<file path="src/rtl/hazard_ctrl_pkg.sv">
// Shared encodings for the RV32I hazard controller: forwarding selects,
// sequencer state encoding and the forwarding priority function.
package hazard_ctrl_pkg;

   localparam logic [1:0] FWD_RF = 2'b00;
   localparam logic [1:0] FWD_MW = 2'b01;
   localparam logic [1:0] FWD_EM = 2'b10;

   typedef enum logic {
      HZ_RUN     = 1'b0,
      HZ_MC_WAIT = 1'b1
   } hz_state_t;

   // EX/MEM result is younger than MEM/WB, so it is checked first.
   function automatic logic [1:0] fwd_sel(
      input logic       we_em,
      input logic [4:0] rd_em,
      input logic       we_mw,
      input logic [4:0] rd_mw,
      input logic [4:0] rs
   );
      if (we_em && (rd_em != 5'd0) && (rd_em == rs))
         return FWD_EM;
      else if (we_mw && (rd_mw != 5'd0) && (rd_mw == rs))
         return FWD_MW;
      else
         return FWD_RF;
   endfunction

endpackage

</file>
<file path="src/rtl/hazard_ctrl_mc_seq.sv">
// Multi-cycle EX sequencer: holds the front end while a long EX op runs and
// pulses done in the op's final EX cycle.
module mc_seq
   import hazard_ctrl_pkg::*;
#(
   parameter int MC_CYCLES = 32
) (
   input  logic clk,
   input  logic rst_n,
   input  logic start,
   output logic busy,
   output logic done,
   output logic waiting
);

   // The cycle in which the op enters EX already counts as the first one.
   localparam logic [7:0] CNT_LOAD = (MC_CYCLES > 1) ? 8'(MC_CYCLES - 2) : 8'd0;

   hz_state_t  state, state_nxt;
   logic [7:0] cnt, cnt_nxt;

   always_ff @(posedge clk or negedge rst_n) begin
      if (!rst_n) begin
         state <= HZ_RUN;
         cnt   <= 8'd0;
      end else begin
         state <= state_nxt;
         cnt   <= cnt_nxt;
      end
   end

   always_comb begin
      state_nxt = state;
      cnt_nxt   = cnt;
      busy      = 1'b0;
      done      = 1'b0;
      case (state)
         HZ_RUN: begin
            if (start) begin
               if (MC_CYCLES > 1) begin
                  busy      = 1'b1;
                  state_nxt = HZ_MC_WAIT;
                  cnt_nxt   = CNT_LOAD;
               end else begin
                  done = 1'b1;
               end
            end
         end
         HZ_MC_WAIT: begin
            if (cnt != 8'd0) begin
               busy    = 1'b1;
               cnt_nxt = cnt - 8'd1;
            end else begin
               done      = 1'b1;
               state_nxt = HZ_RUN;
            end
         end
         default: state_nxt = HZ_RUN;
      endcase
   end

   assign waiting = (state == HZ_MC_WAIT);

endmodule

</file>
<file path="src/rtl/hazard_ctrl.sv">
// Pipeline hazard controller: EX forwarding, load-use stall, branch flush and
// multi-cycle stall sequencing. Define HAZARD_PERF_EN to build the perf counters.
module hazard_ctrl
   import hazard_ctrl_pkg::*;
#(
   parameter int MC_CYCLES = 32
) (
   input  logic        clk,
   input  logic        rst_n,
   input  logic [4:0]  RS1_D,
   input  logic [4:0]  RS2_D,
   input  logic        USE_RS1_D,
   input  logic        USE_RS2_D,
   input  logic [4:0]  RS1_DE,
   input  logic [4:0]  RS2_DE,
   input  logic [4:0]  RD_DE,
   input  logic        MemRead_DE,
   input  logic        MultiCyc_DE,
   input  logic [4:0]  RD_EM,
   input  logic        RegWrite_EM,
   input  logic [4:0]  RD_MW,
   input  logic        RegWrite_MW,
   input  logic        isBranch_E,
   output logic [1:0]  ForwardA,
   output logic [1:0]  ForwardB,
   output logic        STALL_F,
   output logic        STALL_D,
   output logic        STALL_E,
   output logic        FLUSH_D,
   output logic        FLUSH_E,
   output logic        BUBBLE_M,
   output logic        MC_BUSY,
   output logic        MC_DONE,
   output logic [31:0] PERF_STALL,
   output logic [31:0] PERF_FLUSH,
   output logic [31:0] PERF_LU
);

   logic lu, lu_stall;
   logic mc_busy, mc_done, mc_wait;

   mc_seq #(.MC_CYCLES(MC_CYCLES)) u_mc_seq (
      .clk     (clk),
      .rst_n   (rst_n),
      .start   (MultiCyc_DE),
      .busy    (mc_busy),
      .done    (mc_done),
      .waiting (mc_wait)
   );

   assign lu = MemRead_DE && (RD_DE != 5'd0) &&
               ((USE_RS1_D && (RD_DE == RS1_D)) || (USE_RS2_D && (RD_DE == RS2_D)));

   // Every output is forced quiet while reset is held, including the
   // purely combinational paths.
   always_comb begin
      ForwardA = FWD_RF;
      ForwardB = FWD_RF;
      STALL_F  = 1'b0;
      STALL_D  = 1'b0;
      STALL_E  = 1'b0;
      FLUSH_D  = 1'b0;
      FLUSH_E  = 1'b0;
      BUBBLE_M = 1'b0;
      MC_BUSY  = 1'b0;
      MC_DONE  = 1'b0;
      lu_stall = 1'b0;
      if (rst_n) begin
         ForwardA = fwd_sel(RegWrite_EM, RD_EM, RegWrite_MW, RD_MW, RS1_DE);
         ForwardB = fwd_sel(RegWrite_EM, RD_EM, RegWrite_MW, RD_MW, RS2_DE);
         MC_BUSY  = mc_busy;
         MC_DONE  = mc_done;
         if (mc_busy) begin
            STALL_F  = 1'b1;
            STALL_D  = 1'b1;
            STALL_E  = 1'b1;
            BUBBLE_M = 1'b1;
         end else if (!mc_wait) begin
            if (isBranch_E) begin
               FLUSH_D = 1'b1;
               FLUSH_E = 1'b1;
            end else if (lu) begin
               STALL_F  = 1'b1;
               STALL_D  = 1'b1;
               FLUSH_E  = 1'b1;
               lu_stall = 1'b1;
            end
         end
      end
   end

`ifdef HAZARD_PERF_EN
   always_ff @(posedge clk or negedge rst_n) begin
      if (!rst_n) begin
         PERF_STALL <= 32'd0;
         PERF_FLUSH <= 32'd0;
         PERF_LU    <= 32'd0;
      end else begin
         PERF_STALL <= PERF_STALL + {31'd0, STALL_F};
         PERF_FLUSH <= PERF_FLUSH + {31'd0, FLUSH_D};
         PERF_LU    <= PERF_LU + {31'd0, lu_stall};
      end
   end
`else
   assign PERF_STALL = 32'd0;
   assign PERF_FLUSH = 32'd0;
   assign PERF_LU    = 32'd0;
`endif

endmodule

</file>
<file path="config.mk">
export PLATFORM = sky130hd
export DESIGN_NAME = hazard_ctrl
export DESIGN_NICKNAME = d
export VERILOG_FILES = /design/src/rtl/hazard_ctrl_pkg.sv /design/src/rtl/hazard_ctrl_mc_seq.sv /design/src/rtl/hazard_ctrl.sv
export SDC_FILE = /design/constraint.sdc
export NUM_CORES = 1
export LEC_CHECK = 0
export ABC_AREA = 1
export BUFFER_PORTS_ARGS = -buffer_cell sky130_fd_sc_hd__clkbuf_2
export CORE_MARGIN = 2
export CORE_UTILIZATION = 43
export DETAILED_ROUTE_END_ITERATION = 16
export GPL_TIMING_DRIVEN = 0
export PLACE_DENSITY = 0.85
export SLEW_MARGIN = 20
export SYNTH_ARGS = -nofsm -noshare
export SYNTH_HDL_FRONTEND = slang
export SYNTH_SLANG_ARGS = --single-unit
</file>
<file path="constraint.sdc">
create_clock -name clk -period 2.6 [get_ports clk]
set_clock_uncertainty 0.2 [all_clocks]
set_input_delay 0.13 -clock clk [delete_from_list [all_inputs] [get_ports clk]]
set_output_delay 0.13 -clock clk [all_outputs]
set_load 0.01 [all_outputs]
</file>
Word-level counts from Yosys, hierarchy flattened:

Index checks and enable logic that the tools add are counted.

* bits of input ports: 44
* bits in registers: 9
* output and inout bits: 108
* logic and storage cells: 59

* bitwise logic cells: 1
* equality and inequality tests: 8
* reduce and logical (&&, ||, !) cells: 16
* multiplexer cells: 31
* $add $sub $neg: 1

Operator list (number)
* == test 5 bit: 6
* two-way mux 1 bit: 22
* two-way mux 8 bit: 2
* one-hot mux 8 bit (2 select lines): 1
* nonzero test 5 bit: 3
* logical AND 1 bit: 10
* two-way mux 2 bit: 4
* nonzero test 8 bit: 1
* subtractor 8 x 1 -> 8 bit, second input constant: 1
* inequality test 2 bit, second input constant: 2
* one-hot mux 1 bit (2 select lines): 2
* AND reduction 2 bit: 1
* logical OR 1 bit: 1
* NOT 1 bit: 1

Depth between registers and ports, before layout:

Gate-level depths: netlist of run 1.

* depth after elaboration: 9
* mapped depth: 10
* mapped depth without buffers: 9

Hierarchy:

A second synthesis of run 1 with hierarchy kept.

* cells, all modules: 292
* area total of the unflattened synthesis: 1951.9 um2

By module, submodules not included
* hazard_ctrl: instances 1, sequential area each 0.0 um2, cells each 221, area an instance 1337.5 um2
* mc_seq: instances 1, sequential area each 225.2 um2, cells each 71, area an instance 614.3 um2

Worst setup path after synthesis of run 1:

OpenSTA, ideal clock, no wires.

* path kind: register to output
* start point: reg u_mc_seq.cnt[0]
* end point: out STALL_F
* path buffers: 1
* stages on the path, launching flop included: 11
* slack: 0.826 ns
* data required time: 2.270 ns
* arrival: 1.444 ns
* cell sequence: dfrtp_1 inv_1 ha_1 inv_1 nor2_2 nand4_4 o21ai_4 inv_6 nand2_1 o21ai_1 buf_4

* cells in the longest elaborated chain, start to end: 5

Ends and longest elaborated chain
* start: declaration: RTL line hazard_ctrl_mc_seq.sv:20 `logic [7:0] cnt, cnt_nxt;`
* start signal: assignment: RTL line hazard_ctrl_mc_seq.sv:28 `cnt <= cnt_nxt;`
* nonzero test 8 bit: RTL line hazard_ctrl_mc_seq.sv:50 `if (cnt != 8'd0) begin`
* two-way mux 1 bit: RTL line hazard_ctrl_mc_seq.sv:50
* one-hot mux 1 bit (2 select lines): RTL line hazard_ctrl_mc_seq.sv:37 `case (state)`
* net mc_busy: RTL line hazard_ctrl.sv:40 `logic mc_busy, mc_done, mc_wait;`
* two-way mux 1 bit (2 in a row)
* end: declaration: RTL line hazard_ctrl.sv:26 `output logic STALL_F,`

The timed path passes the listed nets, and every way through them passes these cells.

Worst setup path in the final report of run 1:

* start point: reg u_mc_seq.cnt[0]
* end point: out STALL_F

* cells in the longest elaborated chain, start to end: 5

Ends and longest elaborated chain
* nonzero test 8 bit: RTL line hazard_ctrl_mc_seq.sv:50
* two-way mux 1 bit: RTL line hazard_ctrl_mc_seq.sv:50
* one-hot mux 1 bit (2 select lines): RTL line hazard_ctrl_mc_seq.sv:37
* net mc_busy: RTL line hazard_ctrl.sv:40
* two-way mux 1 bit: RTL line hazard_ctrl.sv:73 `if (mc_busy) begin`
* two-way mux 1 bit: RTL line hazard_ctrl.sv:68 `if (rst_n) begin`

The timed path passes the listed nets, and every way through them passes these cells.

==> reports/summary.md, run 1 <==
- buf_4 — area leader, netlist
- 0.245 — sequential group share of total power
- 6237 um — first-pass GRT wire length
- 0.4336 — switching share of power
- 1786 — via count
- 1536 — vias in the first global route
- 603.5 uW — total internal power
- 10 — largest fanout on the critical path
- 9 — number of synthesized register bits
- 0.6096 ns — worst slack, placed
- 485 — final net count
- 1963 um — met2 routed wirelength
- 3544 um — final HPWL from detailed placement
- 4 — Detailed Routing Iterations Pass 1
- 3.652 — routed vias/inst
- 0.8652 — post-route fraction of the period consumed by the critical path
- 0.3850 — layout cells sized above 1
- 462.0 uW — net switching power
- 1.729 nW — leakage component of the power
- 0.4538 — starting density of the core
- 9 — Sink Count
- 0 — Max Cap Violations
- met4 — Max Used Layer
- 0 — number of nets with antenna violations after routing
- 0 — Final Max Tran Viols
- output port — element type at the critical path end
- 0.155 — clock network power share
- built — CTS tree
- 55 — Port Buffer Count
- 0.8622 — Routability Congestion
- 0.1215 — sequential share of the synthesized area
- register to output port — kind of critical path
- 0 ns — final setup TNS
- 0.24 ns — clk_lat worst skew
- 2.250 ns — minimum clock period after layout
- 3 — total clock buffers created by CTS
- 7.951 um — average wire per standard cell
- dfrtp_1 — most used flip-flop cell after synthesis
- hold timing — failing checks
- 1.000 — FFs w/ async S/R, synth
- register — Setup crit start kind
- 2 — CTS max path bufs
- 0 — synth warn
- 40.42% — area grow syn2layout
- finished, violations left — status
- 0 — EDFF count, synth
- 0 — drc violations
- 381 — layout filler cell count
- 69.67 um — height of the chip
- buf_4 40%, dfrtp_1 12%, nand2_1 11% — cell types occupying the most area after synthesis
- 0.3505 ns — crit path setup slack, layout
- 1 — Final Hold Violating Endpoints
- 3888 um — final WL
- clkbuf_8 — root buffer selected by CTS
- 4086 um^2 — core region area
- 223.7 uV — worst IR drop on VDD
- 1 — H-tree lvl count
- 69.67 um — horizontal extent of the die
- 23 — number of standard-cell rows in the floorplan
- 284 — Mapped Cells
- 0 — # diodes
- 444.5 MHz — fmax
- 14 — pin count of the biggest net entering global routing
- false — setup repair after global routing missed its margin
- 0 — grt ovf
- 0.600 — portion of total power attributed to combinational logic
- 0 — final number of setup-violating endpoints
- 2.27 ns — Req. time, crit path
- 1854 um^2 — Post-Syn Area
- 0.04 ns — clock-pin slew on the worst setup and hold paths
- 409.2 nW/um^2 — PD cells
- input port to register — class of the worst hold path
- 37 — Starting DRT DRC Count
- 1.92 ns — worst path arrival time
- 4853 um^2 — die area
- 0 — number of antenna violations at the first check in global routing
- 0 — post-cts gate resize count
- 152 — top-level port count
- 468 um — met3 layer wire length in the routed design
- 28 — number of distinct library cells after synthesis
- -0.002359 ns — Final Hold Slack
- 0.1530 — GRT Util Overall
- 1393 um — wire length on met1
- 0.4008 — fraction of post-synthesis cell area in the top cell type by area
- 6.529 um^2 — syn_area_per_cell
through the flow:
step	power (mW)	utilization	instance area, um^2	std cells
2_1_floorplan	0.7658	-	2211	379
3_3_place_gp	0.8730	0.6237	2549	484
3_5_place_dp	0.8950	0.6237	2549	484
4_1_cts	1.064	0.6372	2604	489
5_1_grt	1.160	0.6372	2604	489
6_report	1.066	0.6372	2604	489
area by class of cell:
| class | instances | area [um^2] | share of cell area |
|---|---|---|---|
| flip-flops and latches | 9 | 225.2 | 0.08650 |
| multi-input cells | 239 | 1107 | 0.4253 |
| well taps | 50 | 62.56 | 0.02403 |
| plain buffers | 100 | 754.5 | 0.2898 |
| repair buffers | 56 | 285.3 | 0.1096 |
| inverters | 31 | 123.9 | 0.04757 |
| clock buffers | 4 | 45.04 | 0.01730 |
layout by cell type, fill, tap and decap left out, types with 2 or more instances in the layout:
| master | Yosys | routed |
|---|---|---|
| a21oi_1 | 4 | 4 |
| buf_4 | 99 | 99 |
| clkbuf_2 | 0 | 55 |
| clkbuf_8 | 0 | 3 |
| conb_1 | 1 | 96 |
| dfrtp_1 | 9 | 9 |
| inv_1 | 29 | 29 |
| nand2_1 | 53 | 53 |
| nand3_1 | 12 | 12 |
| nand4_1 | 2 | 2 |
| nor2_1 | 30 | 30 |
| nor2_2 | 2 | 2 |
| o21ai_0 | 5 | 5 |
| o21ai_1 | 3 | 3 |
| o21ai_2 | 2 | 2 |
| or2_2 | 2 | 2 |
| xnor2_1 | 8 | 8 |
| xor2_1 | 11 | 11 |
state kept, by name, indices dropped and copies added, names as in the netlist:
register,flops
u_mc_seq.waiting,1
u_mc_seq.cnt,8
power by group through the flow:
| stage | logic [mW] | registers (mW) | clock network [mW] |
|---|---|---|---|
| 3_5_place_dp | 0.631 | 0.264 | 0 |
| 2_1_floorplan | 0.513 | 0.253 | 0 |
| 5_1_grt | 0.717 | 0.274 | 0.170 |
| 6_report | 0.639 | 0.261 | 0.165 |
| 3_3_place_gp | 0.612 | 0.261 | 0 |
| 4_1_cts | 0.635 | 0.262 | 0.167 |
worst paths after layout:
check                           slack (ns)       startpoint  cells after the start               to
worst max register to register        0.91  u_mc_seq.cnt[0]                      9  u_mc_seq.cnt[2]
worst min-delay path                -0.002      MultiCyc_DE                      3  u_mc_seq.cnt[2]
worst max-delay path                  0.35  u_mc_seq.cnt[0]                     11          STALL_F
worst min register to register        0.33  u_mc_seq.cnt[4]                      2  u_mc_seq.cnt[4]
min in group asynchronous             0.13            rst_n                      2  u_mc_seq.cnt[1]
max in group asynchronous             1.83            rst_n                      2  u_mc_seq.cnt[0]
metal layers:
metal | GRT usage | vias up
met5 | 0 | -
met3 | 0.03634 | 7
li1 | - | 980
met4 | 0.05769 | 0
met1 | 0.1633 | 698
met2 | 0.2885 | 101
what timing repair did:
item / 4_1_cts / 5_1_grt
hold endpoints to repair: 9 / 0
buffers inserted: 0 / 0
hold buffers: 1 / 0
synthesized netlist by cell type (2+ instances only):
cell type,number
nand3_1,12
buf_4,99
nor2_2,2
xor2_1,11
o21ai_0,5
a21oi_1,4
nor2_1,30
dfrtp_1,9
xnor2_1,8
nand2_1,53
or2_2,2
inv_1,29
nand4_1,2
o21ai_2,2
o21ai_1,3
cells by family after synthesis:
group                    share of synthesized area
buffers and inverters                       0.4737
AO/OA/AOI/OAI                              0.05803
adder cells (fa/ha/maj)                   0.006747
other                                     0.002022
XOR/XNOR                                   0.08974
AND/OR/NAND/NOR                             0.2483
flip-flops                                  0.1215
critical path, cell delays in order, from the launching register on:
cell	delay [ns]
dfrtp_1	0.40
inv_1	0.07
ha_1	0.14
inv_1	0.07
nor2_2	0.17
nand4_4	0.14
o21ai_4	0.17
inv_6	0.08
nand2_1	0.09
o21ai_1	0.11
buf_4	0.14
clkbuf_2	0.11
(Power assumes the default switching activity.)
==> run 2, diff against run 1 <==
CORE_MARGIN = default   (was 2)
==> reports/summary.md, run 2 (synthesized netlist as in run 1, its figures left out) <==
- finished, final reports clean — status
- 0.41 ns — delay of the slowest critical-path stage
- 1804 — via count
- 2549 um^2 — DP Area
- 0 — Final Max Tran Viols
- 0.3872 — layout cells sized above 1
- 0.152 — clock network power share
- 23 — number of standard-cell rows in the floorplan
- 0 — drc violations
- input port to register — class of the worst hold path
- 0 — Max Cap Violations
- 5319 um — first-pass GRT wire length
- 0.600 — portion of total power attributed to combinational logic
- 3 — total clock buffers created by CTS
- 8 — Largest register FFs
- 0 ns — final setup TNS
- 0 — final number of setup-violating endpoints
- 1.732 nW — leakage component of the power
- 600.3 uW — total internal power
- 0 — # diodes
- clkbuf_8 — root buffer selected by CTS
- 0.1485 — GRT Util Overall
- 0.23 ns — clk_lat worst skew
- 489 — final cell count without fillers
- 9 — Worst Reg2Reg Path Length in Cells
- inv_1, ha_1, inv_1, nor2_2, nand4_4, o21ai_4, inv_6, nand2_1, o21ai_1, buf_4, clkbuf_2 — cell breakdown of the critical path
- 465.3 uW — net switching power
- 0 — Final Hold Violating Endpoints
- 484 — placed instance count
- 0.8707 — post-route fraction of the period consumed by the critical path
- 10 — largest fanout on the critical path
- 0.8297 — Routability Congestion
- 9 — Sink Count
- 0 — post-cts gate resize count
- output port — element type at the critical path end
- 0 — grt ovf
- 4579 um^2 — die area
- 1 — H-tree lvl count
- 183.4 uV — worst IR drop on VDD
- inv_1 — most numerous cell on the critical path
- 40.49% — area grow syn2layout
- 13 — Starting DRT DRC Count
- 2.27 ns — Req. time, crit path
- 55 — Port Buffer Count
- 67.67 um — horizontal extent of the die
- 2.264 ns — minimum clock period after layout
- false — setup repair after global routing missed its margin
- 67.67 um — height of the chip
- 0 — number of nets with antenna violations after routing
- 0.248 — sequential group share of total power
- 0.4367 — switching share of power
- 485 — final net count
- 0.4570 — starting density of the core
- 14 — pin count of the biggest net entering global routing
- dfrtp_1 — Crit-path slowest cell
- 152 — top-level port count
- 4 — Detailed Routing Iterations Pass 1
- 7.571 um — average wire per standard cell
- 3702 um — final WL
- 3 — number of cells on the worst hold path
- 441.7 MHz — fmax
- 4058 um^2 — core region area
- 0 — number of antenna violations at the first check in global routing
- register to output port — kind of critical path
- buf_4 — most common cell after layout, fill and taps aside
- 0.05 ns — clock-pin slew on the worst setup and hold paths
- register — Setup crit start kind
- 2 — CTS max path bufs
- 409.1 nW/um^2 — PD cells
- 99 x buf_4, 96 x conb_1, 55 x clkbuf_2 — commonest cells after routing, fill and taps aside
- built — CTS tree
- 1.93 ns — worst path arrival time
- 3.689 — routed vias/inst
- u_mc_seq.cnt — largest reg by FF count
- 2605 um^2 — Post-Layout Inst Area
- 3351 um — final HPWL from detailed placement
- 1452 — vias in the first global route
-- run 2: cell count changes in the layout (fill, tap and decap cells not counted) --
cell      before  now
clkbuf_1       1    0
clkinv_2       0    1
-- run 2: cell type report --
type,count,area (um^2)
fill,361,1453
clock inverter,1,5.005
tap,50,62.56
inverter,31,123.9
clock buffer,3,41.29
multi-input combinational,239,1107
timing repair buffer,56,285.3
sequential,9,225.2
buffer,100,754.5
-- run 2: stage by stage --
step | total power, mW | worst slack, ns | utilization | hold slack [ns]
finish | 1.066 | 0.3363 | 0.6420 | 0.006065
global placement | 0.8723 | 0.6173 | 0.6281 | -0.1640
global route | 1.172 | 0.1736 | 0.6420 | 0.04078
detailed placement | 0.9003 | 0.5726 | 0.6281 | -0.1602
CTS | 1.069 | 0.3055 | 0.6420 | 0.007842
floorplan | 0.7658 | 0.8259 | - | -0.3656
-- run 2: final timing paths --
check / start / slack [ns] / end
max: u_mc_seq.cnt[0] / 0.34 / STALL_F
min reg2reg: u_mc_seq.cnt[4] / 0.33 / u_mc_seq.cnt[4]
min in group asynchronous: rst_n / 0.12 / u_mc_seq.cnt[3]
min: MultiCyc_DE / 0.006 / u_mc_seq.cnt[2]
max reg2reg: u_mc_seq.cnt[0] / 0.88 / u_mc_seq.cnt[2]
max in group asynchronous: rst_n / 1.84 / u_mc_seq.cnt[5]
-- run 2: repair_timing --
action	CTS	global route
hold buffers	1	0
setup buffers	0	0
hold endpoints to repair	9	0
-- run 2: power by group through the flow --
stage	registers (mW)	clock network, mW	logic (mW)
3_3_place_gp	0.261	0	0.611
6_report	0.264	0.162	0.640
5_1_grt	0.275	0.172	0.726
4_1_cts	0.264	0.166	0.639
3_5_place_dp	0.266	0	0.634
2_1_floorplan	0.253	0	0.513
-- run 2: critical path, delay by kind of cell, from the launching register on --
| family | cells | cell delay [ns] |
|---|---|---|
| flops | 1 | 0.41 |
| simple gates | 3 | 0.40 |
| buf+inv | 5 | 0.47 |
| compound gates | 2 | 0.28 |
| fa+ha+maj | 1 | 0.14 |
-- run 2: metal layers --
layer | vias up | share of wire | track usage
li1 | 979 | - | -
met1 | 720 | 0.36 | 0.1480
met2 | 101 | 0.51 | 0.2970
met3 | 4 | 0.13 | 0.03041
met4 | 0 | 0.0054 | 0.04787
met5 | - | 0 | 0
